[src/rtl/switch_debounce_port.sv]
// -----------------------------------------------------------------------------
// switch_debounce_port
//
// Input conditioning between the board switches and the Picoblaze IN_PORT.
// Each switch bit passes through a two-flop synchroniser and a debounce
// counter. A new synchronised level must persist for DEBOUNCE_CYCLES clock
// edges before it is committed to the stable register. Every commit also sets
// the matching bit in a sticky CHANGED mask. Firmware clears CHANGED by
// reading it. Both registers are readable through a registered read mux.
//
// Optional feature (compile-time macro SWITCH_DEBOUNCE_IRQ_EN):
//   When defined, a three-state interrupt FSM (IDLE / PEND / SERVICED)
//   raises INTERRUPT while CHANGED is non-zero and not yet acknowledged.
//   When undefined, INTERRUPT is tied low and INTERRUPT_ACK is ignored.
//
// Parameters
//   WIDTH           switch count (1..8); IN_PORT is zero-extended above WIDTH
//   CNT_WIDTH       debounce counter width
//   DEBOUNCE_CYCLES edges a new level must persist (>=1, < 2**CNT_WIDTH)
//   BASE_ADDR       PORT_ID of the STABLE register; BASE_ADDR+1 is CHANGED
//
// Ports
//   CLK_IN         in   system clock
//   RESET_IN       in   synchronous, active-high reset
//   SWITCHES_IN    in   raw asynchronous switch levels [WIDTH]
//   PORT_ID        in   Picoblaze port address [8]
//   READ_STROBE    in   Picoblaze read strobe (one cycle)
//   IN_PORT        out  registered read data to Picoblaze [8]
//   SWITCHES_OUT   out  debounced stable switch value [WIDTH]
//   INTERRUPT      out  change interrupt (macro builds only, else 0)
//   INTERRUPT_ACK  in   Picoblaze interrupt acknowledge (one cycle)
// -----------------------------------------------------------------------------
module switch_debounce_port #(
    parameter int          WIDTH           = 8,
    parameter int          CNT_WIDTH       = 16,
    parameter int          DEBOUNCE_CYCLES = 50000,
    parameter logic [7:0]  BASE_ADDR       = 8'h00
) (
    input  logic             CLK_IN,
    input  logic             RESET_IN,
    input  logic [WIDTH-1:0] SWITCHES_IN,
    input  logic [7:0]       PORT_ID,
    input  logic             READ_STROBE,
    output logic [7:0]       IN_PORT,
    output logic [WIDTH-1:0] SWITCHES_OUT,
    output logic             INTERRUPT,
    input  logic             INTERRUPT_ACK
);

    localparam logic [7:0]           CHG_ADDR = BASE_ADDR + 8'd1;
    localparam logic [CNT_WIDTH-1:0] CNT_LAST = CNT_WIDTH'(DEBOUNCE_CYCLES - 1);
    localparam logic [CNT_WIDTH-1:0] CNT_ONE  = CNT_WIDTH'(1);

    logic [WIDTH-1:0]     sync1_q, sync1_d;
    logic [WIDTH-1:0]     sync2_q, sync2_d;
    logic [WIDTH-1:0]     stable_q, stable_d;
    logic [WIDTH-1:0]     changed_q, changed_d;
    logic [WIDTH-1:0]     set_mask;
    logic [WIDTH-1:0]     clr_mask;
    logic [CNT_WIDTH-1:0] cnt_q [WIDTH];
    logic [CNT_WIDTH-1:0] cnt_d [WIDTH];
    logic [7:0]           in_port_q, in_port_d;
    logic [7:0]           stable_ext;
    logic [7:0]           changed_ext;

    // Synchroniser: two plain flops per bit.
    always_comb begin
        sync1_d = SWITCHES_IN;
        sync2_d = sync1_q;
    end

    // Debounce: the counter only runs while the synchronised level disagrees
    // with the committed level, so any return to agreement restarts it.
    always_comb begin
        stable_d = stable_q;
        set_mask = '0;
        for (int i = 0; i < WIDTH; i++) begin
            cnt_d[i] = '0;
            if (sync2_q[i] != stable_q[i]) begin
                if (cnt_q[i] == CNT_LAST) begin
                    stable_d[i] = sync2_q[i];
                    set_mask[i] = 1'b1;
                end else begin
                    cnt_d[i] = cnt_q[i] + CNT_ONE;
                end
            end
        end
    end

    // Sticky change mask. The clear term only removes bits that were already
    // set, and the OR with set_mask afterwards lets a same-cycle commit win.
    always_comb begin
        clr_mask = '0;
        if (READ_STROBE && (PORT_ID == CHG_ADDR)) begin
            clr_mask = changed_q;
        end
        changed_d = (changed_q & ~clr_mask) | set_mask;
    end

    // Registered read mux; PORT_ID is stable for two cycles so the data is
    // already valid when READ_STROBE arrives.
    always_comb begin
        stable_ext              = '0;
        changed_ext             = '0;
        stable_ext[WIDTH-1:0]   = stable_q;
        changed_ext[WIDTH-1:0]  = changed_q;
        if (PORT_ID == BASE_ADDR) begin
            in_port_d = stable_ext;
        end else if (PORT_ID == CHG_ADDR) begin
            in_port_d = changed_ext;
        end else begin
            in_port_d = 8'h00;
        end
    end

    always_ff @(posedge CLK_IN) begin
        if (RESET_IN) begin
            sync1_q   <= '0;
            sync2_q   <= '0;
            stable_q  <= '0;
            changed_q <= '0;
            in_port_q <= '0;
            for (int i = 0; i < WIDTH; i++) begin
                cnt_q[i] <= '0;
            end
        end else begin
            sync1_q   <= sync1_d;
            sync2_q   <= sync2_d;
            stable_q  <= stable_d;
            changed_q <= changed_d;
            in_port_q <= in_port_d;
            for (int i = 0; i < WIDTH; i++) begin
                cnt_q[i] <= cnt_d[i];
            end
        end
    end

    assign SWITCHES_OUT = stable_q;
    assign IN_PORT      = in_port_q;

`ifdef SWITCH_DEBOUNCE_IRQ_EN
    typedef enum logic [1:0] {
        IRQ_IDLE     = 2'd0,
        IRQ_PEND     = 2'd1,
        IRQ_SERVICED = 2'd2
    } irq_state_t;

    irq_state_t irq_state_q, irq_state_d;
    logic       irq_level;

    // SERVICED waits for firmware to read-clear CHANGED before re-arming, so
    // a change landing after the ACK is reported once the mask is drained.
    always_comb begin
        irq_state_d = irq_state_q;
        irq_level   = 1'b0;
        case (irq_state_q)
            IRQ_IDLE: begin
                if (|changed_q) begin
                    irq_state_d = IRQ_PEND;
                end
            end
            IRQ_PEND: begin
                irq_level = 1'b1;
                if (INTERRUPT_ACK) begin
                    irq_state_d = IRQ_SERVICED;
                end
            end
            IRQ_SERVICED: begin
                if (changed_q == '0) begin
                    irq_state_d = IRQ_IDLE;
                end
            end
            default: begin
                irq_state_d = IRQ_IDLE;
            end
        endcase
    end

    always_ff @(posedge CLK_IN) begin
        if (RESET_IN) begin
            irq_state_q <= IRQ_IDLE;
        end else begin
            irq_state_q <= irq_state_d;
        end
    end

    assign INTERRUPT = irq_level;
`else
    logic unused_ack;

    assign unused_ack = INTERRUPT_ACK;
    assign INTERRUPT  = 1'b0;
`endif

endmodule
[config.mk]
export PLATFORM = sky130hd
export DESIGN_NAME = switch_debounce_port
export DESIGN_NICKNAME = d
export VERILOG_FILES = /design/src/rtl/switch_debounce_port.sv
export SDC_FILE = /design/constraint.sdc
export NUM_CORES = 1
export LEC_CHECK = 0
export CORE_UTILIZATION = 55
export CTS_CLUSTER_SIZE = 28
export DETAILED_ROUTE_END_ITERATION = 10
export MAX_ROUTING_LAYER = met4
export PLACE_DENSITY = 0.73
export SLEW_MARGIN = 20
export SYNTH_ARGS = -nofsm -noshare
export SYNTH_HDL_FRONTEND = slang
export SYNTH_SLANG_ARGS = --single-unit
[constraint.sdc]
create_clock -name CLK_IN -period 4.1 [get_ports CLK_IN]
set_clock_uncertainty 0.15 [all_clocks]
set_input_delay 0.41 -clock CLK_IN [delete_from_list [all_inputs] [get_ports CLK_IN]]
set_output_delay 0.41 -clock CLK_IN [all_outputs]
set_load 0.05 [all_outputs]
# Yosys cells after proc, flatten, opt, wreduce, memory -nomap -nowiden
# Memory sizes are Yosys's and may differ from the RTL's.
# Cells that the tools add are included.
[classes]
n_addsub = 8
eq_ne = 17
n_mux = 46
n_bitwise = 11
n_reduce_logical = 10
[ops]
columns = ["op", "count"]
rows = [
  ["two-way mux 16 bit", 24],
  ["adder 16 x 1 -> 16 bit, second input constant", 8],
  ["== test 16 bit, second input constant", 8],
  ["two-way mux 8 bit", 3],
  ["two-way mux 1 bit", 19],
  ["AND reduction 2 bit", 8],
  ["bitwise AND 8 bit", 1],
  ["== test 8 x 1 -> 1 bit, second input constant", 1],
  ["zero test 8 bit", 1],
  ["inequality test 1 bit", 8],
  ["NOT 8 bit", 1],
  ["OR 1 bit", 8],
  ["OR 8 bit", 1],
  ["logical AND 1 bit", 1],
]
[word_totals]
register_bits = 40
mem_bits_rw = 128
inputBits = 20
out_inout_bits = 17
wordCells = 105
memories = 1
[mem_list]
columns = ["memory", "depth", "width", "read_ports", "rd_clocked_by_memory_dff", "write_ports", "line", "text"]
rows = [
  ["cnt_q", 8, 16, 8, 0, 8, "60", "logic [CNT_WIDTH-1:0] cnt_q [WIDTH];"],
]

# Logic depth before layout (Yosys ltp)
# Gate-level depths: netlist of the first run.
[depth]
depth_word = 6
ltp_mapped = 7
ltp_nobuf = 5

# Worst setup path before layout of the first run
# Ideal clock, no wire load.
[synth_timing]
kind = "input -> register"
startpoint = "input port PORT_ID[6]"
endpoint = "register changed_q[0] (netlist: changed_ext[0])"
setup_time_ns = 0.117
arrival_time_ns = 1.705
required_ns = 3.833
setup_slack_ns = 2.128
path_stages = 4
n_path_buf = 0
path_cell_list = "or4_4 > nor3_4 > a21oi_1 > a22o_1"
[synth_via]
elab_chain_cells = 6
[synth_rtl]
columns = ["item", "line", "text"]
rows = [
  ["start: declaration", "42", "input logic [7:0] PORT_ID,"],
  ["== test 8 x 1 -> 1 bit", "94", "if (READ_STROBE && (PORT_ID == CHG_ADDR)) begin"],
  ["logical AND 1 bit", "94", ""],
  ["two-way mux 8 bit", "94", ""],
  ["NOT 8 bit", "97", "changed_d = (changed_q & ~clr_mask) | set_mask;"],
  ["bitwise AND 8 bit", "97", ""],
  ["OR 8 bit", "97", ""],
  ["end signal: assignment", "130", "changed_q <= changed_d;"],
  ["end: declaration", "57", "logic [WIDTH-1:0] changed_q, changed_d;"],
]
# Every way passes these cells.
# A chain may end at the register's enable or synchronous reset.

# Worst setup path after layout of the first run
[layout_timing]
startpoint = "input port PORT_ID[6]"
endpoint = "register in_port_q[3] (netlist: IN_PORT[3])"
[layout_via]
elab_chain_cells = 3
word_cells_on_any_way = 4
cone_classes = "eq/ne: 1; mux: 2; reduce/logical: 1"
[layout_rtl]
columns = ["item", "line", "text"]
rows = [
  ["== test 8 x 1 -> 1 bit", "109", "end else if (PORT_ID == CHG_ADDR) begin"],
  ["two-way mux 8 bit", "109", ""],
  ["two-way mux 8 bit *", "107", "if (PORT_ID == BASE_ADDR) begin"],
  ["end signal: assignment", "131", "in_port_q <= in_port_d;"],
  ["end: declaration", "62", "logic [7:0] in_port_q, in_port_d;"],
]
# Mark *: on every way between the ends. The rest lies on a longest branch, timed or not.

==> impl_results.rst, run 1 <==
.. list-table::
   :header-rows: 1

   * - Metric
     - Value
   * - Total core area
     - 12570 sq um
   * - Unrepaired setup endpoints after global routing
     - false
   * - Sum of overflow across all layers after global routing
     - 0
   * - List of most frequent post-synthesis cells
     - dfxtp_1, nor2_1, xnor2_1
   * - CP max FO
     - 8
   * - Reg2reg path depth
     - 4
   * - Setup violators final
     - 0
   * - Setup Fix Bufs, Post-CTS
     - 0
   * - Share of cells above drive strength 1
     - 0.05993
   * - Slew at the pin closest to its max-slew limit
     - 1025 ps
   * - Final-layout setup total negative slack
     - 0 ps
   * - F_max
     - 433.6 MHz
   * - Via density per instance
     - around 5.3
   * - Tot Pwr
     - 3.298 mW
   * - Pre-CTS setup slack
     - between 1000 and 1500 ps
   * - Hold crit path type
     - flip-flop to flip-flop
   * - Final Max Slew Viols
     - 0
   * - Critical path depth
     - 5
   * - Dominant delay contributor by cell family on the critical path
     - simple AND/OR/NAND/NOR gates
   * - GP Congestion
     - 0.8104
   * - Number of buffers added on ports
     - 34
   * - Root Buffer
     - clkbuf_16
   * - Post-CTS resize count
     - 0
   * - Start of the worst register-to-register path
     - cnt_q[0][22]
   * - Launching element type of the critical path
     - input port
   * - Post-CTS Hold Buffers
     - 0
   * - Most numerous cell in the Yosys netlist
     - dfxtp_1
   * - Std cell rows
     - 41
   * - First-pass GRT wire length
     - about 23000 microns
   * - N_diodes
     - 0
   * - Overall die height
     - 115.3 microns
   * - Synthesized area per cell
     - 9.270 sq um
   * - Worst Hold Slack
     - 289.0 ps
   * - Synth Instances
     - 761
   * - Deepest level of the CTS H-tree
     - 4
   * - Number of enable-type register cells in the synthesized netlist
     - 0
   * - Worst path buffer plus inverter count
     - 1
   * - Remaining routing DRC violations
     - 0
   * - Minimum period implied by the final worst setup slack
     - approximately 2300 ps
   * - TritonCTS Buffers
     - 17
   * - Wire length after detailed routing
     - 13280 microns
   * - Post-DP HPWL
     - about 9000 microns
   * - Headroom to the max-slew limit
     - 0.3111
   * - Synthesis Warnings
     - 0
   * - Count of boundary I/O pins
     - 37
   * - Antenna violations before repair
     - 0
   * - Type of the setup path with the least slack
     - input port to flip-flop
   * - Number of DRC markers after the initial detailed-route iteration
     - 328
   * - Clock Sink Count
     - approximately 170
   * - Combined global-route utilization of all metal layers
     - 0.2208
   * - Setup crit end kind
     - flip-flop
   * - Critical-path top delay cell
     - nor3_1
   * - Synth unique cells
     - 47
   * - Pwr per Cell Area
     - 409.3 nW/um^2
   * - Via count of the first global-routing pass
     - 5018
   * - Leading register cell type out of synthesis
     - dfxtp_1
   * - Worst IR drop on VDD
     - ~0.42 mV
   * - Clk pin slew, worst setup/hold paths
     - 60 ps
   * - Post-synthesis async set-or-reset flop share
     - 0
   * - Top-area cell type share of the netlist area
     - 0.4768
   * - Max cap viols
     - 0
   * - Number of detailed-route iterations in the first pass
     - 5
   * - Clock latency on the worst-skew pair
     - 420 ps
   * - Net count after synthesis
     - between 700 and 800
   * - Die outline area
     - 13280 sq um
   * - Number of nets in the layout
     - 816
   * - CTS tree
     - yes
   * - Leading area contributor after synthesis
     - dfxtp_1
   * - Portion of the post-synthesis area used by sequential elements
     - 0.4768
   * - Post-detailed-route wirelength per cell
     - 13.64 microns
   * - Summed instance area of the synthesized netlist
     - 7054 sq um
   * - Endpoints failing hold
     - 0
   * - Cells taking the most area after synthesis
     - dfxtp_1, xnor2_1, nor2_1
   * - Cells along the critical path
     - clkdlybuf4s50_1, or4_4, nor3_1, a22oi_1, nor2_1
   * - Detailed-route via count
     - approximately 5200
   * - Routed Antenna Nets
     - 0
   * - Status
     - complete, no violations
   * - Slack of the worst reg-to-reg path
     - 1830 ps
   * - Cell area reported after detailed placement
     - 7456 sq um
   * - Worst setup path end
     - IN_PORT[3]
   * - Area delta synth->final
     - 14.22%
   * - Initial core utilization
     - 0.5613
   * - Leakage
     - 2.514 nW
   * - Peak per-stage delay on the critical path
     - 840 ps
   * - Final worst-path setup slack
     - 1794 ps
   * - Capture instance of the worst register-to-register path
     - cnt_q[0][23]
   * - Arrival @ worst endpoint
     - 2490 ps
   * - Critical path required time
     - 4290 ps
   * - FF+latch count, synth
     - 168
   * - Die outline width
     - around 120 microns
   * - Layout Cell Area excl Fill
     - 8058 sq um
   * - Largest net degree at the start of global routing
     - between 50 and 60
   * - Launch point of the critical path
     - PORT_ID[6]
   * - Ratio of final minimum period to clock period
     - 0.5625
   * - Clock tree buffer depth
     - 2
## kinds of logic after synthesis
group | count (synthesis) | share of synthesized area
buffers and inverters | 46 | 0.03175
other | 1 | 0.0005316
adders and majority gates | 8 | 0.01419
and+or+nand+nor | 389 | 0.2967
DFF | 168 | 0.4768
muxes | 8 | 0.01135
xor gates and xnor gates | 116 | 0.1440
AOI/OAI and AO/OA | 25 | 0.02465
## worst min path at each step
stage                 from           to  slack, ps  depth (start not counted)
6_report       cnt_q[0][0]  cnt_q[0][0]        290                          1
5_1_grt         sync1_q[0]   sync2_q[0]        310                          1
4_1_cts        cnt_q[0][0]  cnt_q[0][0]        290                          1
3_5_place_dp    sync1_q[1]   sync2_q[1]        280                          1
3_3_place_gp   cnt_q[0][0]  cnt_q[0][0]        270                          1
2_1_floorplan  cnt_q[0][0]  cnt_q[0][0]        260                          1
## sequential cells by signal, indices dropped and copies added, names as in the netlist
signal	count
changed_ext	8
sync1_q	8
cnt_q	128
SWITCHES_OUT	8
sync2_q	8
IN_PORT	8
## worst register-to-register path: stages (launching register included)
cell	delay, ps
dfxtp_1	430
or4bb_1	470
nor4_2	460
nand2b_1	520
nor2_1	110
## area by class of cell
| class | count | area [sq um] |
|---|---|---|
| fill | 1020 | 4511 |
| multi-input combinational | 547 | 3467 |
| sequential | 168 | 3363 |
| clock buffer | 22 | 484.2 |
| timing repair buffer | 34 | 335.3 |
| tap | 172 | 215.2 |
| clock inverter | 10 | 117.6 |
| inverter | 20 | 75.07 |
## power breakdown
part / internal (mW) / switching, mW / total, mW
logic: 0.0237 / 0.0289 / 0.0526
clock network: 0.963 / 0.636 / 1.60
registers: 1.64 / 0.00525 / 1.65
total: 2.63 / 0.670 / 3.30
## cells in the final DEF, fill, tap and decap left out, drive strengths merged, types with 3 or more instances in the layout
cell type and n:
or4bb 6, a22o 6, nand2b 4, clkinv 3, nand4b 8, xnor2 73, and4 11, o21ai 4
mux2i 8, ha 8, nor2b 17, and2 6, or4 6, nor3 29, nand4 33, inv 21
dfxtp 168, nor4 27, a21oi 5, clkdlybuf4s50 33, and3 7, nor2 152, a22oi 8, clkinvlp 4
or4b 5, nand3 39, nand2 28, xor2 43, or3 6, clkbuf 22
## metrics by stage
| step | utilization | cells |
|---|---|---|
| 3_3_place_gp | 0.5932 | 941 |
| 3_5_place_dp | 0.5932 | 941 |
| 6_report | 0.6411 | 973 |
| 4_1_cts | 0.6411 | 973 |
| 2_1_floorplan | - | 761 |
| 5_1_grt | 0.6411 | 973 |
## per-layer routing
metal / global-route usage / wire [microns] / vias up
li1: - / - / 2658
met1: 0.2617 / 6218 / 2427
met2: 0.3707 / 6587 / 77
met3: 0.05324 / 395 / 6
met4: 0.06667 / 74 / 0
met5: - / 0 / -
No activity file was read; power rests on OpenSTA's default activity.
==> inputs of run 2 (changes only) <==
- clock period: 4.1 -> 2.2 ns (I/O delays scaled with it)
==> impl_results.rst, run 2 (synthesized netlist as in run 1, its figures left out) <==
.. list-table::
   :header-rows: 1

   * - Metric
     - Value
   * - Status
     - complete, no violations
   * - Post-CTS Hold Buffers
     - 0
   * - CTS tree
     - yes
   * - N_diodes
     - 0
   * - GP Congestion
     - 0.8524
   * - Slew at the pin closest to its max-slew limit
     - 728.3 ps
   * - Setup violators final
     - 0
   * - Number of nets in the layout
     - 838
   * - Launching element type of the critical path
     - flip-flop
   * - Area taken by multi-input logic gates
     - 3467 sq um
   * - Number of detailed-route iterations in the first pass
     - 4
   * - Commonest non-fill, non-tap cell in the layout
     - dfxtp_1
   * - Worst path buffer plus inverter count
     - 1
   * - Via count of the first global-routing pass
     - 5200
   * - Largest net degree at the start of global routing
     - 33
   * - Via density per instance
     - 5.322
   * - Unrepaired setup endpoints after global routing
     - false
   * - Count of boundary I/O pins
     - 37
   * - Number of buffers added on ports
     - 34
   * - Total core area
     - around 13000 sq um
   * - End point of the most critical hold path
     - IN_PORT[0]
   * - Worst Hold Path Cells
     - 2
   * - Endpoints failing hold
     - 0
   * - Headroom to the max-slew limit
     - 0.5145
   * - Pwr per Cell Area
     - approximately 760 nW/um^2
   * - Pre-CTS setup slack
     - about 1.7 ps
   * - FILL cells
     - 991
   * - Setup crit end kind
     - output port
   * - Hold_sp
     - RESET_IN
   * - Flip-flop count of the largest register after layout
     - 128
   * - Die outline width
     - roughly 120 microns
   * - Cells along the critical path
     - clkdlybuf4s50_1
   * - Overall die height
     - roughly 120 microns
   * - Worst IR drop on VDD
     - 0.7473 mV
   * - Clk pin slew, worst setup/hold paths
     - 60 ps
   * - Wire length after detailed routing
     - 13400 microns
   * - Max cap viols
     - 0
   * - Reg2reg path depth
     - 4
   * - Share of cells above drive strength 1
     - 0.08627
   * - Critical-path top delay cell
     - clkdlybuf4s50_1
   * - Type of the setup path with the least slack
     - flip-flop to output port
   * - Final worst-path setup slack
     - 121.8 ps
   * - Setup Fix Bufs, Post-CTS
     - 0
   * - Ratio of final minimum period to clock period
     - 0.9447
   * - Die outline area
     - around 13000 sq um
   * - Critical path required time
     - around 1800 ps
   * - First-pass GRT wire length
     - 23090 microns
   * - Top register by number of flip-flops
     - cnt_q
   * - Final Max Slew Viols
     - 0
   * - Start of the worst register-to-register path
     - cnt_q[0][55]
   * - Sum of overflow across all layers after global routing
     - 0
   * - TritonCTS Buffers
     - 17
   * - Dominant delay contributor by cell family on the critical path
     - buffers and inverters
   * - Detailed-route via count
     - 5295
   * - Final-layout setup total negative slack
     - 0 ps
   * - Post-detailed-route wirelength per cell
     - 13.47 microns
   * - Minimum period implied by the final worst setup slack
     - 2078 ps
   * - F_max
     - 481.2 MHz
   * - Number of DRC markers after the initial detailed-route iteration
     - roughly 360
   * - CP max FO
     - 4
   * - Hold crit path type
     - input port to flip-flop
   * - Post-DP HPWL
     - 9258 microns
   * - Remaining routing DRC violations
     - 0
   * - Initial core utilization
     - 0.5613
   * - Most frequent cells in the layout
     - dfxtp_1, nor2_1, xnor2_1
   * - Arrival @ worst endpoint
     - 1710 ps
   * - Antenna violations before repair
     - 0
   * - Deepest level of the CTS H-tree
     - 4
   * - Clock tree buffer depth
     - 2
   * - Combined global-route utilization of all metal layers
     - 0.2268
   * - Capture instance of the worst register-to-register path
     - cnt_q[0][58]
   * - Routed Antenna Nets
     - 0
   * - Post-CTS resize count
     - 0
   * - Register cell area after layout
     - 3363 sq um
   * - Std cell rows
     - 41
   * - Leakage
     - 2.643 nW
   * - Slack of the worst reg-to-reg path
     - 130 ps
   * - Root Buffer
     - clkbuf_16
   * - Clock Sink Count
     - between 150 and 200
   * - Clock latency on the worst-skew pair
     - 420 ps
   * - Peak per-stage delay on the critical path
     - 850 ps
   * - Tot Pwr
     - 6.287 mW
   * - Worst Hold Slack
     - ~140 ps
   * - Area delta synth->final
     - 17.10%
-- run 2: cell count changes in the layout (fill, tap and decap cells not counted) --
cell / delta
bufinv_16: +2
clkinv_2: +1
clkbuf_1: -1
clkbuf_8: -4
buf_4: +21
clkinv_4: +2
clkinvlp_4: -1
buf_12: +1
inv_6: +1
-- run 2: through the flow --
step           utilization  std cells  cell area (sq um)
4_1_cts             0.6572        995               8260
3_3_place_gp        0.6074        963               7634
5_1_grt             0.6572        995               8260
3_5_place_dp        0.6074        963               7634
2_1_floorplan            -        761               7054
6_report            0.6572        995               8260
-- run 2: cell type report --
class | count | share of cell area
Inverter | 20 | 0.009088
Clock inverter | 15 | 0.02439
Timing Repair Buffer | 56 | 0.06210
Multi-Input combinational cell | 547 | 0.4197
Clock buffer | 17 | 0.05150
Tap cell | 172 | 0.02605
Sequential cell | 168 | 0.4071
-- run 2: how the worst max path moves through the flow --
| stage | endpoint | start | slack [ps] | cells past startpoint |
|---|---|---|---|---|
| finish | SWITCHES_OUT[5] | SWITCHES_OUT[5] | 120 | 1 |
| floorplan | cnt_q[0][55] | cnt_q[0][55] | 270 | 5 |
| detailed placement | changed_ext[0] | PORT_ID[6] | 2 | 5 |
| global route | cnt_q[0][60] | cnt_q[0][55] | 40 | 4 |
| CTS | SWITCHES_OUT[5] | SWITCHES_OUT[5] | 110 | 1 |
| global placement | changed_ext[0] | PORT_ID[6] | 10 | 5 |
-- run 2: power breakdown --
group	total, mW	switching, mW	internal, mW	leakage, nW
Clock	3.11	1.21	1.90	0.300
Combinational	0.106	0.0549	0.0508	0.986
Sequential	3.07	0.0102	3.06	1.36
-- run 2: routing by layer --
layer | up-vias | global-route usage | share of wire
li1 | 2706 | - | -
met1 | 2514 | 0.2560 | 0.46
met2 | 66 | 0.3936 | 0.52
met3 | 9 | 0.05588 | 0.023
met4 | 0 | 0.07186 | 0.0046
met5 | - | - | 0
==> inputs of run 3 (changes only) <==
- DONT_BUFFER_PORTS: unset -> 1
- PLACE_DENSITY: 0.73 -> 0.69
==> impl_results.rst, run 3 (synthesized netlist as in run 1, its figures left out) <==
.. list-table::
   :header-rows: 1

   * - Metric
     - Value
   * - Largest net degree at the start of global routing
     - 50
   * - Clock tree buffer depth
     - 2
   * - Die outline width
     - 115.3 microns
   * - Critical path required time
     - around 2400 ps
   * - Launching element type of the critical path
     - flip-flop
   * - Slew at the pin closest to its max-slew limit
     - around 950 ps
   * - Via count of the first global-routing pass
     - 5026
   * - Die outline area
     - 13280 sq um
   * - Status
     - complete, no violations
   * - Post-detailed-route wirelength per cell
     - 13.95 microns
   * - Endpoints failing hold
     - 0
   * - Worst setup path end
     - cnt_q[0][55]
   * - Peak per-stage delay on the critical path
     - 720 ps
   * - First-pass GRT wire length
     - 22840 microns
   * - Leakage
     - about 2.6 nW
   * - Wire length after detailed routing
     - 13600 microns
   * - Headroom to the max-slew limit
     - 0.3661
   * - Number of nets in the layout
     - between 800 and 900
   * - Number of detailed-route iterations in the first pass
     - 4
   * - Combined global-route utilization of all metal layers
     - 0.2264
   * - Launch point of the critical path
     - cnt_q[0][55]
   * - GP Congestion
     - 0.8190
   * - Ratio of final minimum period to clock period
     - 0.9185
   * - Pwr per Cell Area
     - between 700 and 800 nW/um^2
   * - Clk pin slew, worst setup/hold paths
     - around 60 ps
   * - Arrival @ worst endpoint
     - 2180 ps
   * - Clock Sink Count
     - roughly 170
   * - Slack of the worst reg-to-reg path
     - 180 ps
   * - Commonest non-fill, non-tap cell in the layout
     - dfxtp_1
   * - Root Buffer
     - clkbuf_16
   * - Routed Antenna Nets
     - 0
   * - Post-CTS resize count
     - 0
   * - Capture instance of the worst register-to-register path
     - cnt_q[0][55]
   * - Worst IR drop on VDD
     - 0.7775 mV
   * - Reg2reg path depth
     - 4
   * - Clock latency on the worst-skew pair
     - 420 ps
   * - Setup crit end kind
     - flip-flop
   * - Share of the core filled with cells
     - 0.6360
   * - FILL cells
     - approximately 1100
   * - Final-layout setup total negative slack
     - 0 ps
   * - Post-DP HPWL
     - 9207 microns
   * - CTS tree
     - yes
   * - Unrepaired setup endpoints after global routing
     - false
   * - Deepest level of the CTS H-tree
     - 4
   * - N_diodes
     - 0
   * - Via density per instance
     - about 5.4
   * - Hold crit path type
     - input port to flip-flop
   * - Type of the setup path with the least slack
     - flip-flop to flip-flop
   * - Worst Hold Slack
     - 84.52 ps
   * - Initial core utilization
     - 0.5613
   * - Area delta synth->final
     - 13.32%
   * - Count of boundary I/O pins
     - 37
   * - Share of cells above drive strength 1
     - 0.08966
   * - Sum of overflow across all layers after global routing
     - 0
   * - Std cell rows
     - 41
   * - Detailed-route via count
     - 5302
   * - Max cap viols
     - 0
   * - Number of buffers added on ports
     - 0
   * - F_max
     - 494.9 MHz
   * - Flip-flop count of the largest register after layout
     - 128
   * - Final Max Slew Viols
     - 0
   * - Overall die height
     - 115.3 microns
   * - Setup Fix Bufs, Post-CTS
     - 0
   * - Number of DRC markers after the initial detailed-route iteration
     - 318
   * - Total core area
     - about 13000 sq um
   * - Most frequent cells in the layout
     - dfxtp_1, nor2_1, xnor2_1
   * - TritonCTS Buffers
     - 17
   * - Cells along the critical path
     - or4b_2, nor4_4, or2b_2, nor2_1
   * - Minimum period implied by the final worst setup slack
     - 2021 ps
   * - Top register by number of flip-flops
     - cnt_q
   * - Critical-path top delay cell
     - or4b_2
   * - Start of the worst register-to-register path
     - cnt_q[0][55]
   * - Remaining routing DRC violations
     - 0
   * - Antenna violations before repair
     - 0
   * - CP max FO
     - 15
   * - Setup violators final
     - 0
run 3: changes by cell type in the layout (fill, tap and decap cells not counted), sizes merged:
cell and delta:
clkdlybuf4s50 -33, dlygate4sd3 +10, buf +4, clkbuf +4
bufinv -3, clkinv -1, inv -1
run 3: power breakdown:
part	internal (mW)	leakage [nW]	switching, mW	total [mW]
clock network	1.61	0.266	1.19	2.80
logic	0.0356	0.933	0.0547	0.0904
registers	3.06	1.36	0.00964	3.07
run 3: routing by layer:
layer	track usage	routed length [microns]	vias up
met5	-	0	-
met4	0.07619	219	0
met3	0.06800	545	19
met2	0.3827	6896	92
met1	0.2545	5938	2520
li1	-	-	2671
run 3: what timing repair did:
action / 4_1_cts / 5_1_grt
hold buffers: 11 / 0
hold endpoints to repair: 63 / 0
setup endpoints to repair: 0 / 0
run 3: critical path: cells and delay by family, from the launching register on:
family           cells  cell delay (ps)
flip-flops           1              330
AND/OR/NAND/NOR      4             1430
run 3: final cells by class:
type,instances,area [sq um],area share
multi-input combinational,547,3467,0.4337
sequential,168,3363,0.4207
clock buffer,21,460.4,0.05760
timing repair buffer,37,315.3,0.03944
tap,172,215.2,0.02692
clock inverter,10,97.59,0.01221
inverter,20,75.07,0.009391
run 3: stage by stage:
step / power, mW / std cells / area, sq um / setup WS [ps]
after floorplan: 3.198 / 761 / 7054 / 271.4
after global placement: 3.194 / 933 / 7316 / 198.7
after detailed placement: 3.197 / 933 / 7316 / 178.4
after CTS: 6.011 / 975 / 7994 / 158.8
after global routing: 6.153 / 975 / 7994 / 51.24
final: 5.959 / 975 / 7994 / 179.4
run 3: worst min-delay path by stage:
stage	endpoint	startpoint	slack, ps	cells after the start
6_report	changed_ext[5]	RESET_IN	80	2
5_1_grt	changed_ext[2]	RESET_IN	110	2
4_1_cts	changed_ext[5]	RESET_IN	90	2
3_5_place_dp	sync1_q[2]	RESET_IN	150	1
3_3_place_gp	sync1_q[3]	RESET_IN	150	1
2_1_floorplan	sync1_q[0]	SWITCHES_IN[0]	200	1
